`src/rtl/sb_hfosc.sv`:
```
`default_nettype none
// ============================================================================
// Module   : sb_hfosc
// Brief    : iCE40UP HFOSC model; CLKHF derived from clk with power-up delay,
//            enable gating and static power-of-two divider.
//            Optional CLKHF_READY output when SB_HFOSC_READY_EN is defined.
// Revision : 1.0 - initial release
// ============================================================================
module sb_hfosc #(
    parameter logic [1:0]  CLKHF_DIV = 2'b00,
    parameter int unsigned PU_DELAY  = 16
) (
    input  logic clk,
    input  logic rst,
    input  logic CLKHFPU,
    input  logic CLKHFEN,
    output logic CLKHF
`ifdef SB_HFOSC_READY_EN
    ,
    output logic CLKHF_READY
`endif
);

    typedef enum logic [1:0] {
        ST_OFF   = 2'd0,
        ST_WAIT  = 2'd1,
        ST_READY = 2'd2
    } state_t;

    localparam logic [2:0]  c_div_tc  = 3'((4'd1 << CLKHF_DIV) - 4'd1);
    localparam logic [15:0] c_pu_last = 16'(PU_DELAY - 1);

    state_t      state_q, state_d;
    logic [15:0] pu_cnt_q, pu_cnt_d;
    logic [2:0]  div_cnt_q, div_cnt_d;
    logic        clkhf_q, clkhf_d;
    logic        run_q, run_d;
    logic        w_div_tc;

    assign w_div_tc = (div_cnt_q == c_div_tc);

    always_ff @(posedge clk) begin
        if (rst) begin
            state_q   <= ST_OFF;
            pu_cnt_q  <= 16'd0;
            div_cnt_q <= 3'd0;
            clkhf_q   <= 1'b0;
            run_q     <= 1'b0;
        end else begin
            state_q   <= state_d;
            pu_cnt_q  <= pu_cnt_d;
            div_cnt_q <= div_cnt_d;
            clkhf_q   <= clkhf_d;
            run_q     <= run_d;
        end
    end

    always_comb begin
        state_d   = state_q;
        pu_cnt_d  = pu_cnt_q;
        div_cnt_d = div_cnt_q;
        clkhf_d   = clkhf_q;
        run_d     = run_q;
        // Power-down overrides everything, including an in-progress high phase.
        if (!CLKHFPU) begin
            state_d   = ST_OFF;
            pu_cnt_d  = 16'd0;
            div_cnt_d = 3'd0;
            clkhf_d   = 1'b0;
            run_d     = 1'b0;
        end else begin
            case (state_q)
                ST_OFF: begin
                    state_d   = ST_WAIT;
                    pu_cnt_d  = 16'd0;
                    div_cnt_d = 3'd0;
                    clkhf_d   = 1'b0;
                    run_d     = 1'b0;
                end
                ST_WAIT: begin
                    pu_cnt_d = pu_cnt_q + 16'd1;
                    if (pu_cnt_q == c_pu_last) begin
                        state_d = ST_READY;
                    end
                end
                ST_READY: begin
                    if (!run_q) begin
                        div_cnt_d = 3'd0;
                        clkhf_d   = CLKHFEN;
                        run_d     = CLKHFEN;
                    end else if (clkhf_q) begin
                        // High phase always runs to full length; enable only
                        // decides whether a low phase follows.
                        if (w_div_tc) begin
                            clkhf_d   = 1'b0;
                            div_cnt_d = 3'd0;
                            run_d     = CLKHFEN;
                        end else begin
                            div_cnt_d = div_cnt_q + 3'd1;
                        end
                    end else if (!CLKHFEN) begin
                        run_d     = 1'b0;
                        div_cnt_d = 3'd0;
                        clkhf_d   = 1'b0;
                    end else if (w_div_tc) begin
                        clkhf_d   = 1'b1;
                        div_cnt_d = 3'd0;
                    end else begin
                        div_cnt_d = div_cnt_q + 3'd1;
                    end
                end
                default: begin
                    state_d = ST_OFF;
                end
            endcase
        end
    end

    assign CLKHF = clkhf_q;

`ifdef SB_HFOSC_READY_EN
    logic ready_q;

    always_ff @(posedge clk) begin
        if (rst) begin
            ready_q <= 1'b0;
        end else begin
            ready_q <= (state_d == ST_READY);
        end
    end

    assign CLKHF_READY = ready_q;
`endif

endmodule
`default_nettype wire

```
`config.mk`:
```
export PLATFORM = sky130hd
export DESIGN_NAME = sb_hfosc
export DESIGN_NICKNAME = d
export VERILOG_FILES = /design/src/rtl/sb_hfosc.sv
export SDC_FILE = /design/constraint.sdc
export NUM_CORES = 1
export LEC_CHECK = 0
export CELL_PAD_IN_SITES_DETAIL_PLACEMENT = 1
export CELL_PAD_IN_SITES_GLOBAL_PLACEMENT = 1
export CORE_ASPECT_RATIO = 0.5
export CORE_MARGIN = 2
export CORE_UTILIZATION = 45
export DETAILED_ROUTE_END_ITERATION = 10
export PLACE_DENSITY_LB_ADDON = 0.1
export RECOVER_POWER = 100
export SLEW_MARGIN = 20
export SYNTH_ARGS = -nofsm -noshare
export SYNTH_HDL_FRONTEND = slang
export SYNTH_SLANG_ARGS = --single-unit
```
`constraint.sdc`:
```
create_clock -name clk -period 2.35 [get_ports clk]
set_clock_uncertainty 0.2 [all_clocks]
set_input_delay 0.3525 -clock clk [delete_from_list [all_inputs] [get_ports clk]]
set_output_delay 0.3525 -clock clk [all_outputs]
set_load 0.01 [all_outputs]
```
==> results.py, run 1 <==
metrics = {
    "detailed_routing": {
        "via_count": 995,
        "dr_wl_met3_um": 115,
        "firstDrtPassIters": 4,
        "dr.first_iter.drc_count": 25,
        "post-route-drc-count": 0,
        "wl_met1_um": 1270,
        "vias_per_cell": 5.75,
        "drt-total-wl_um": 2630,
        "top_layer": "met4",
        "wl_met2_um": 1220,
        "wl_per_cell_um": 15.2,
        "drtAntennaViolNets": 0,
    },
    "flow_run": {
        "drv_cap": 0,
    },
    "timing": {
        "rsz0062_at_grt": "no",
        "final_max_slew_viol_count": 0,
        "fmax_ghz": 0.507,
        "totalNegativeSetupSlack_ns": 0,
        "tightest_slew_ns": 0.464,
        "post-route-period-util": 0.840,
        "finalCriticalPeriod_ns": 1.97,
        "setup_viol": 0,
        "fin_ws_ns": 0.377,
        "hold_viol_final": 0,
        "slew_headroom": 0.690,
    },
    "layout": {
        "syn_to_final_growth_pct": 9.12,
        "nFillCells": 318,
        "nets": 144,
        "num_antenna_cells": 0,
        "drive_gt1_frac": 0.0588,
        "final_cell_mix": "23 x dfxtp_1, 11 x a21oi_1, 10 x nand2_1",
        "mostFrequentLayoutCell": "dfxtp_1",
    },
    "critical_path": {
        "cp-end-kind": "flip-flop",
        "max_stage_delay_ns": 0.62,
        "path_depth": 3,
        "cp.arrival_ns": 1.97,
        "slowest_stage": "dfxtp_1",
        "crit_required_ns": 2.34,
        "path_max_fanout": 13,
        "worstSetupPathType": "flip-flop to flip-flop",
        "reg2reg_depth": 3,
        "cp_top_family": "simple AND/OR/NAND/NOR gates",
        "worstPathCellList": "or2_0, nand2_1, a21oi_1",
        "worst-path-buf-inv": 0,
        "setup.worst_path.start_class": "flip-flop",
    },
    "pwr": {
        "ir_worst_vdd_v": 0.000285,
        "leakagePower_nw": 0.434,
        "swShare": 0.227,
        "p_total_mw": 0.672,
        "seqPwrFrac": 0.587,
        "p_int_mw": 0.520,
        "p_per_area_nw_per_um2": 522,
        "pwr-share-clk": 0.380,
        "p_switching_mw": 0.152,
        "p_comb_frac": 0.033,
    },
    "die": {
        "die_y_um": 40.2,
        "start_util": 0.465,
        "num_io_pins": 5,
        "dieArea_sq_um": 3070,
        "die_w_um": 76.4,
        "core_area_sq_um": 2540,
        "rows": 13,
    },
    "placement": {
        "pre_cts_ws_ns": 0.531,
        "gp_congestion": 0.725,
        "hpwl_um": 1880,
        "port_buffers": 4,
    },
    "global_routing": {
        "antenna_found_initial": 0,
        "grt-ovfl-total": 0,
        "grt_pass1_vias": 844,
        "track_usage": 0.187,
        "grt_pass1_wl_um": 4160,
        "grt_max_degree": 14,
    },
    "cts": {
        "clk_latency_ns": 0.27,
        "cts_root_buf": "clkbuf_8",
        "cts.sinks": 23,
        "numCtsBuffers": 3,
        "cts-htree-levels": 1,
        "cts_setup_buffers": 0,
        "path_clk_slew_ns": 0.09,
        "hold_buffers": 0,
        "cts.path.max_buffers": 2,
        "cts_resized": 0,
        "cts_tree": "yes",
    },
    "yosys": {
        "yosys_register_bits": 23,
        "syn_area_per_cell_sq_um": 8.87,
        "yosysWarnings": 0,
        "synth.distinct_cells": 33,
        "ys_seq_area_frac": 0.390,
        "netlist_area_sq_um": 1180,
        "syn_inst": 133,
        "synthesis.nets": 140,
    },
    "outcome": {
        "status": "finished clean",
    },
    "min_path": {
        "holdPathStages": 2,
        "hold_path_class": "flip-flop to flip-flop",
    },
}
## worst min-delay path, stage by stage, from the launching register on
cell     delay [ns]
dfxtp_1        0.33
nand2_1        0.07
a21oi_1        0.05
## power by group through the flow
stage                     logic (mW)  clock network [mW]  registers (mW)
after CTS                     0.0229               0.259           0.395
after global routing          0.0247               0.279           0.395
after detailed placement      0.0229                   0           0.404
final                         0.0224               0.255           0.395
after floorplan               0.0158                   0           0.401
after global placement        0.0222                   0           0.404
## layer usage
layer	GRT usage	vias up
met3	0.0676	2
met5	0	-
met4	0.0409	0
li1	-	500
met2	0.323	18
met1	0.233	475
## final cells by class
class / instances / area [sq um] / area share
Timing Repair Buffer: 5 / 47.5 / 0.0369
Clock inverter: 1 / 5.00 / 0.00389
Sequential cell: 23 / 460 / 0.358
Tap cell: 37 / 46.3 / 0.0360
Clock buffer: 3 / 41.3 / 0.0321
Inverter: 6 / 22.5 / 0.0175
Multi-Input combinational cell: 98 / 664 / 0.516
## sequential cells by signal, indices dropped and copies added (netlist names)
name and count:
pu_cnt_q 16, div_cnt_q 3, state_q 2, CLKHF 1
run_q 1
## cells in the mapped netlist
cell type  instances  area share
a21oi_1           11       0.047
a22oi_1            1      0.0064
a31oi_1            1      0.0053
and4b_1            1      0.0085
buf_2              3       0.013
clkbuf_1           3      0.0095
dfxtp_1           23        0.39
ha_1               3       0.032
inv_1              6       0.019
mux2i_1            5       0.042
nand2_1           10       0.032
nand2b_1           2       0.011
nand3_1            7       0.030
nand3b_1           6       0.038
nand4_1            5       0.027
nand4_4            1       0.018
nand4b_2           1       0.013
nand4b_4           1       0.020
nor2_1             7       0.022
nor2b_1            4       0.021
nor3b_1            2       0.013
nor4_1             6       0.032
nor4b_1            1      0.0074
o211a_1            1      0.0085
o211ai_1           1      0.0064
o21ai_0            3       0.013
o31ai_1            6       0.038
or2_2              1      0.0053
or3_1              1      0.0053
or3_2              1      0.0064
or4_1              5       0.032
xnor2_1            1      0.0074
xor2_1             3       0.022
## metrics by stage
stage	hold slack [ns]	instances	util	instance area, sq um
3_3_place_gp	0.272	169	0.492	1250
3_5_place_dp	0.285	169	0.492	1250
2_1_floorplan	0.254	133	-	1180
4_1_cts	0.299	173	0.510	1290
5_1_grt	0.322	173	0.507	1290
6_report	0.291	173	0.507	1290
## logic make-up (layout without fill, tap and decap cells)
| logic type | count (synthesis) | in the layout | share of synthesized area |
|---|---|---|---|
| AO/OA/AOI/OAI | 24 | 24 | 0.124 |
| XOR/XNOR | 4 | 4 | 0.0297 |
| adder cells (fa/ha/maj) | 3 | 3 | 0.0318 |
| buffers and inverters | 12 | 15 | 0.0414 |
| flip-flops | 23 | 23 | 0.390 |
| multiplexers | 5 | 5 | 0.0424 |
| AND/OR/NAND/NOR | 62 | 62 | 0.340 |
## worst paths after layout
path / slack [ns] / endpoint / from
worst max-delay path: 0.38 / pu_cnt_q[10] / state_q[1]
worst min-delay path: 0.29 / div_cnt_q[1] / div_cnt_q[1]
worst max register to register: 0.38 / pu_cnt_q[10] / state_q[1]
worst min register to register: 0.29 / div_cnt_q[1] / div_cnt_q[1]
(Power assumes the default switching activity.)
==> run 2, diff against run 1 <==
--- a/config.mk
+++ b/config.mk
@@ -9,7 +9,7 @@
 export CELL_PAD_IN_SITES_GLOBAL_PLACEMENT = 1
 export CORE_ASPECT_RATIO = 0.5
 export CORE_MARGIN = 2
-export CORE_UTILIZATION = 45
+export CORE_UTILIZATION = 40
 export DETAILED_ROUTE_END_ITERATION = 10
 export PLACE_DENSITY_LB_ADDON = 0.1
 export RECOVER_POWER = 100
==> constraint.sdc (replaced) <==
create_clock -name clk -period 1.8 [get_ports clk]
set_clock_uncertainty 0.2 [all_clocks]
set_input_delay 0.27 -clock clk [delete_from_list [all_inputs] [get_ports clk]]
set_output_delay 0.27 -clock clk [all_outputs]
set_load 0.01 [all_outputs]
==> results.py, run 2 (synthesized netlist as in run 1, its figures left out) <==
metrics = {
    "critical_path": {
        "setup.worst_path.start_class": "flip-flop",
        "crit_required_ns": 1.33,
        "max_stage_delay_ns": 0.57,
        "worst-path-buf-inv": 1,
        "cp-end-kind": "output port",
        "path_max_fanout": 5,
        "slowest_stage": "clkdlybuf4s50_1",
        "cp.arrival_ns": 1.25,
        "worstPathCellList": "clkdlybuf4s50_1",
        "cp_top_family": "buffers and inverters",
        "worstSetupPathType": "flip-flop to output port",
    },
    "layout": {
        "syn_to_final_growth_pct": 12.8,
        "largest_register": "pu_cnt_q",
        "largest_register_ffs": 16,
        "nets": 148,
        "num_antenna_cells": 0,
        "post-route-util": 0.493,
        "drive_gt1_frac": 0.100,
        "top_regs": "pu_cnt_q (16), div_cnt_q (3), state_q (2)",
        "nFillCells": 338,
        "final_cell_mix": "22 x dfxtp_1, 11 x a21oi_1, 10 x nand2_1",
        "mostFrequentLayoutCell": "dfxtp_1",
        "final_cell_area_sq_um": 1330,
    },
    "cts": {
        "hold_buffers": 0,
        "cts_tree": "yes",
        "cts_setup_buffers": 0,
        "cts_root_buf": "clkbuf_8",
        "cts-htree-levels": 1,
        "cts.path.max_buffers": 2,
        "path_clk_slew_ns": 0.08,
        "cts.sinks": 23,
        "clk_latency_ns": 0.27,
        "numCtsBuffers": 3,
    },
    "timing": {
        "slew_headroom": 0.689,
        "setup_viol": 0,
        "totalNegativeSetupSlack_ns": 0,
        "fmax_ghz": 0.583,
        "rsz0062_at_grt": "no",
        "tightest_slew_ns": 0.465,
        "final_max_slew_viol_count": 0,
        "finalCriticalPeriod_ns": 1.72,
        "post-route-period-util": 0.954,
        "hold_viol_final": 0,
    },
    "detailed_routing": {
        "dr.first_iter.drc_count": 22,
        "firstDrtPassIters": 4,
        "drt-total-wl_um": 2660,
        "drtAntennaViolNets": 0,
        "vias_per_cell": 5.73,
        "post-route-drc-count": 0,
        "wl_per_cell_um": 15.0,
        "via_count": 1014,
    },
    "die": {
        "num_io_pins": 5,
        "dieArea_sq_um": 3430,
        "rows": 13,
        "die_w_um": 80.8,
        "die_y_um": 42.4,
        "start_util": 0.437,
        "core_area_sq_um": 2700,
    },
    "global_routing": {
        "grt_pass1_vias": 945,
        "grt-ovfl-total": 0,
        "grt_pass1_wl_um": 4560,
        "grt_max_degree": 13,
        "antenna_found_initial": 0,
        "track_usage": 0.173,
    },
    "placement": {
        "placed_area_sq_um": 1280,
        "hpwl_um": 1890,
        "gp_congestion": 0.729,
        "port_buffers": 4,
    },
    "pwr": {
        "ir_worst_vdd_v": 0.000263,
        "leakagePower_nw": 0.485,
        "p_per_area_nw_per_um2": 663,
    },
    "min_path": {
        "hold_path_class": "flip-flop to flip-flop",
    },
    "flow_run": {
        "drv_cap": 0,
    },
    "outcome": {
        "status": "finished clean",
    },
}
## run 2: cell type report
type / instances / area [sq um] / area share
tap: 37 / 46.3 / 0.0348
timing repair buffer: 9 / 73.8 / 0.0555
clock buffer: 4 / 45.0 / 0.0338
multi-input combinational: 98 / 682 / 0.512
inverter: 6 / 22.5 / 0.0169
sequential: 23 / 462 / 0.347
## run 2: where the power goes
| part | leakage [nW] | switching (mW) | internal (mW) |
|---|---|---|---|
| Clock | 0.0228 | 0.177 | 0.158 |
| Combinational | 0.276 | 0.0195 | 0.0161 |
| Sequential | 0.186 | 0.00159 | 0.510 |
## run 2: per-layer routing
| metal | global-route usage | wire (um) | up-vias |
|---|---|---|---|
| met2 | 0.258 | 1150 | 9 |
| met1 | 0.244 | 1440 | 497 |
| met5 | 0 | 0 | - |
| li1 | - | - | 506 |
| met4 | 0.0305 | 8 | 0 |
| met3 | 0.0582 | 65 | 2 |
## run 2: path summary, 6_finish.rpt
path / start / endpoint / slack (ns) / cells past startpoint
worst min-delay path: div_cnt_q[1] / div_cnt_q[1] / 0.28 / 2
worst max-delay path: CLKHF / CLKHF / 0.08 / 1
worst max register to register: pu_cnt_q[6] / pu_cnt_q[10] / 0.15 / 3
worst min register to register: div_cnt_q[1] / div_cnt_q[1] / 0.28 / 2
## run 2: repair_timing
action / in CTS / in global routing
resized for setup: 1 / 2
endpoints found under the setup margin: 5 / 5
gates cloned: 0 / 0
## run 2: metrics by stage
step,power [mW],hold slack [ns],worst slack [ns],instances
6_report,0.883,0.281,0.0833,177
3_5_place_dp,0.560,0.275,0.000509,173
3_3_place_gp,0.559,0.271,0.0505,173
2_1_floorplan,0.544,0.254,0.184,133
4_1_cts,0.892,0.288,0.0564,177
5_1_grt,0.915,0.341,0.0273,177
==> run 3, diff against run 2 <==
--- a/config.mk
+++ b/config.mk
@@ -8,11 +8,12 @@
 export CELL_PAD_IN_SITES_DETAIL_PLACEMENT = 1
 export CELL_PAD_IN_SITES_GLOBAL_PLACEMENT = 1
 export CORE_ASPECT_RATIO = 0.5
-export CORE_MARGIN = 2
 export CORE_UTILIZATION = 40
 export DETAILED_ROUTE_END_ITERATION = 10
+export MAX_ROUTING_LAYER = met4
 export PLACE_DENSITY_LB_ADDON = 0.1
 export RECOVER_POWER = 100
+export SKIP_CTS_REPAIR_TIMING = 1
 export SLEW_MARGIN = 20
 export SYNTH_ARGS = -nofsm -noshare
 export SYNTH_HDL_FRONTEND = slang
==> results.py, run 3 (synthesized netlist as in run 1, its figures left out) <==
metrics = {
    "cts": {
        "cts.path.max_buffers": 2,
        "cts.sinks": 23,
        "cts_root_buf": "clkbuf_8",
        "numCtsBuffers": 3,
        "cts-htree-levels": 1,
        "path_clk_slew_ns": 0.09,
        "clk_latency_ns": 0.27,
        "cts_tree": "yes",
    },
    "global_routing": {
        "grt_max_degree": 14,
        "antenna_found_initial": 0,
        "grt-ovfl-total": 0,
        "grt_pass1_vias": 818,
        "track_usage": 0.175,
        "grt_pass1_wl_um": 3920,
    },
    "timing": {
        "hold_viol_final": 0,
        "rsz0062_at_grt": "no",
        "setup_viol": 0,
        "totalNegativeSetupSlack_ns": 0,
        "slew_headroom": 0.736,
        "final_max_slew_viol_count": 0,
        "fmax_ghz": 0.583,
        "tightest_slew_ns": 0.392,
        "finalCriticalPeriod_ns": 1.72,
        "post-route-period-util": 0.953,
    },
    "detailed_routing": {
        "drtAntennaViolNets": 0,
        "vias_per_cell": 5.78,
        "firstDrtPassIters": 4,
        "wl_per_cell_um": 14.7,
        "post-route-drc-count": 0,
        "drt-total-wl_um": 2610,
        "via_count": 1029,
        "dr.first_iter.drc_count": 54,
    },
    "critical_path": {
        "max_stage_delay_ns": 0.56,
        "worstSetupPathType": "flip-flop to output port",
        "slowest_stage": "clkdlybuf4s50_1",
        "crit_required_ns": 1.33,
        "cp_top_family": "buffers and inverters",
        "setup.worst_path.start_class": "flip-flop",
        "rrSetupSlack_ns": 0.10,
        "worstPathCellList": "clkdlybuf4s50_1",
        "cp-end-kind": "output port",
        "path_max_fanout": 5,
        "cp.arrival_ns": 1.25,
        "worst-path-buf-inv": 1,
    },
    "pwr": {
        "leakagePower_nw": 0.495,
        "p_per_area_nw_per_um2": 657,
        "p_total_mw": 0.880,
        "ir_worst_vdd_v": 0.000344,
    },
    "placement": {
        "gp_congestion": 0.722,
        "hpwl_um": 1840,
        "port_buffers": 4,
    },
    "die": {
        "rows": 13,
        "num_io_pins": 5,
        "core_area_sq_um": 2700,
        "start_util": 0.437,
        "die_w_um": 78.8,
        "dieArea_sq_um": 3180,
        "die_y_um": 40.4,
    },
    "outcome": {
        "status": "finished clean",
    },
    "layout": {
        "drive_gt1_frac": 0.113,
        "nets": 149,
        "largest_register": "pu_cnt_q",
        "num_antenna_cells": 0,
        "top_regs": "pu_cnt_q (16), div_cnt_q (3), state_q (2)",
        "largest_register_ffs": 16,
        "nFillCells": 335,
        "final_cell_mix": "23 x dfxtp_1, 11 x a21oi_1, 10 x nand2_1",
        "syn_to_final_growth_pct": 13.6,
        "mostFrequentLayoutCell": "dfxtp_1",
    },
    "min_path": {
        "hold_path_class": "flip-flop to flip-flop",
    },
    "flow_run": {
        "drv_cap": 0,
    },
}
## run 3: changes by cell type in the layout (fill, tap and decap cells not counted)
cell / previous run / this run
buf_4: 4 / 5
clkinv_2: 0 / 1
clkbuf_2: 0 / 1
dfxtp_2: 1 / 0
dfxtp_1: 22 / 23
clkbuf_1: 2 / 0
## run 3: per-layer routing
metal | part of all wire | vias to the layer above | track usage
met1 | 0.51 | 497 | 0.217
met2 | 0.44 | 19 | 0.274
met5 | 0 | - | -
met3 | 0.054 | 2 | 0.0636
met4 | 0.0038 | 0 | 0.0463
li1 | - | 511 | -
## run 3: layout make-up
| class | count | area (sq um) | area share |
|---|---|---|---|
| Multi-Input combinational cell | 98 | 682 | 0.509 |
| Sequential cell | 23 | 460 | 0.344 |
| Timing Repair Buffer | 10 | 82.6 | 0.0616 |
| Tap cell | 37 | 46.3 | 0.0345 |
| Clock buffer | 3 | 41.3 | 0.0308 |
| Inverter | 6 | 22.5 | 0.0168 |
| Clock inverter | 1 | 5.00 | 0.00373 |
## run 3: through the flow
stage / setup WS (ns) / area, sq um / cells / utilization / hold WS (ns)
after floorplan: 0.184 / 1180 / 133 / - / 0.254
after global placement: 0.0883 / 1280 / 174 / 0.476 / 0.271
after detailed placement: 0.0416 / 1280 / 174 / 0.476 / 0.288
after CTS: 0.0202 / 1330 / 178 / 0.493 / 0.302
after global routing: 0.0169 / 1340 / 178 / 0.496 / 0.320
final: 0.0842 / 1340 / 178 / 0.496 / 0.300
## run 3: report_power, final
group	switching (mW)	internal (mW)
clock	0.178	0.155
sequential	0.00160	0.510
combinational	0.0194	0.0165
total	0.199	0.682
## run 3: final timing paths
kind                   to  cells after the start          from
max                 CLKHF                      1         CLKHF
min          div_cnt_q[1]                      2  div_cnt_q[1]
max reg2reg  pu_cnt_q[10]                      4   pu_cnt_q[1]
min reg2reg  div_cnt_q[1]                      2  div_cnt_q[1]
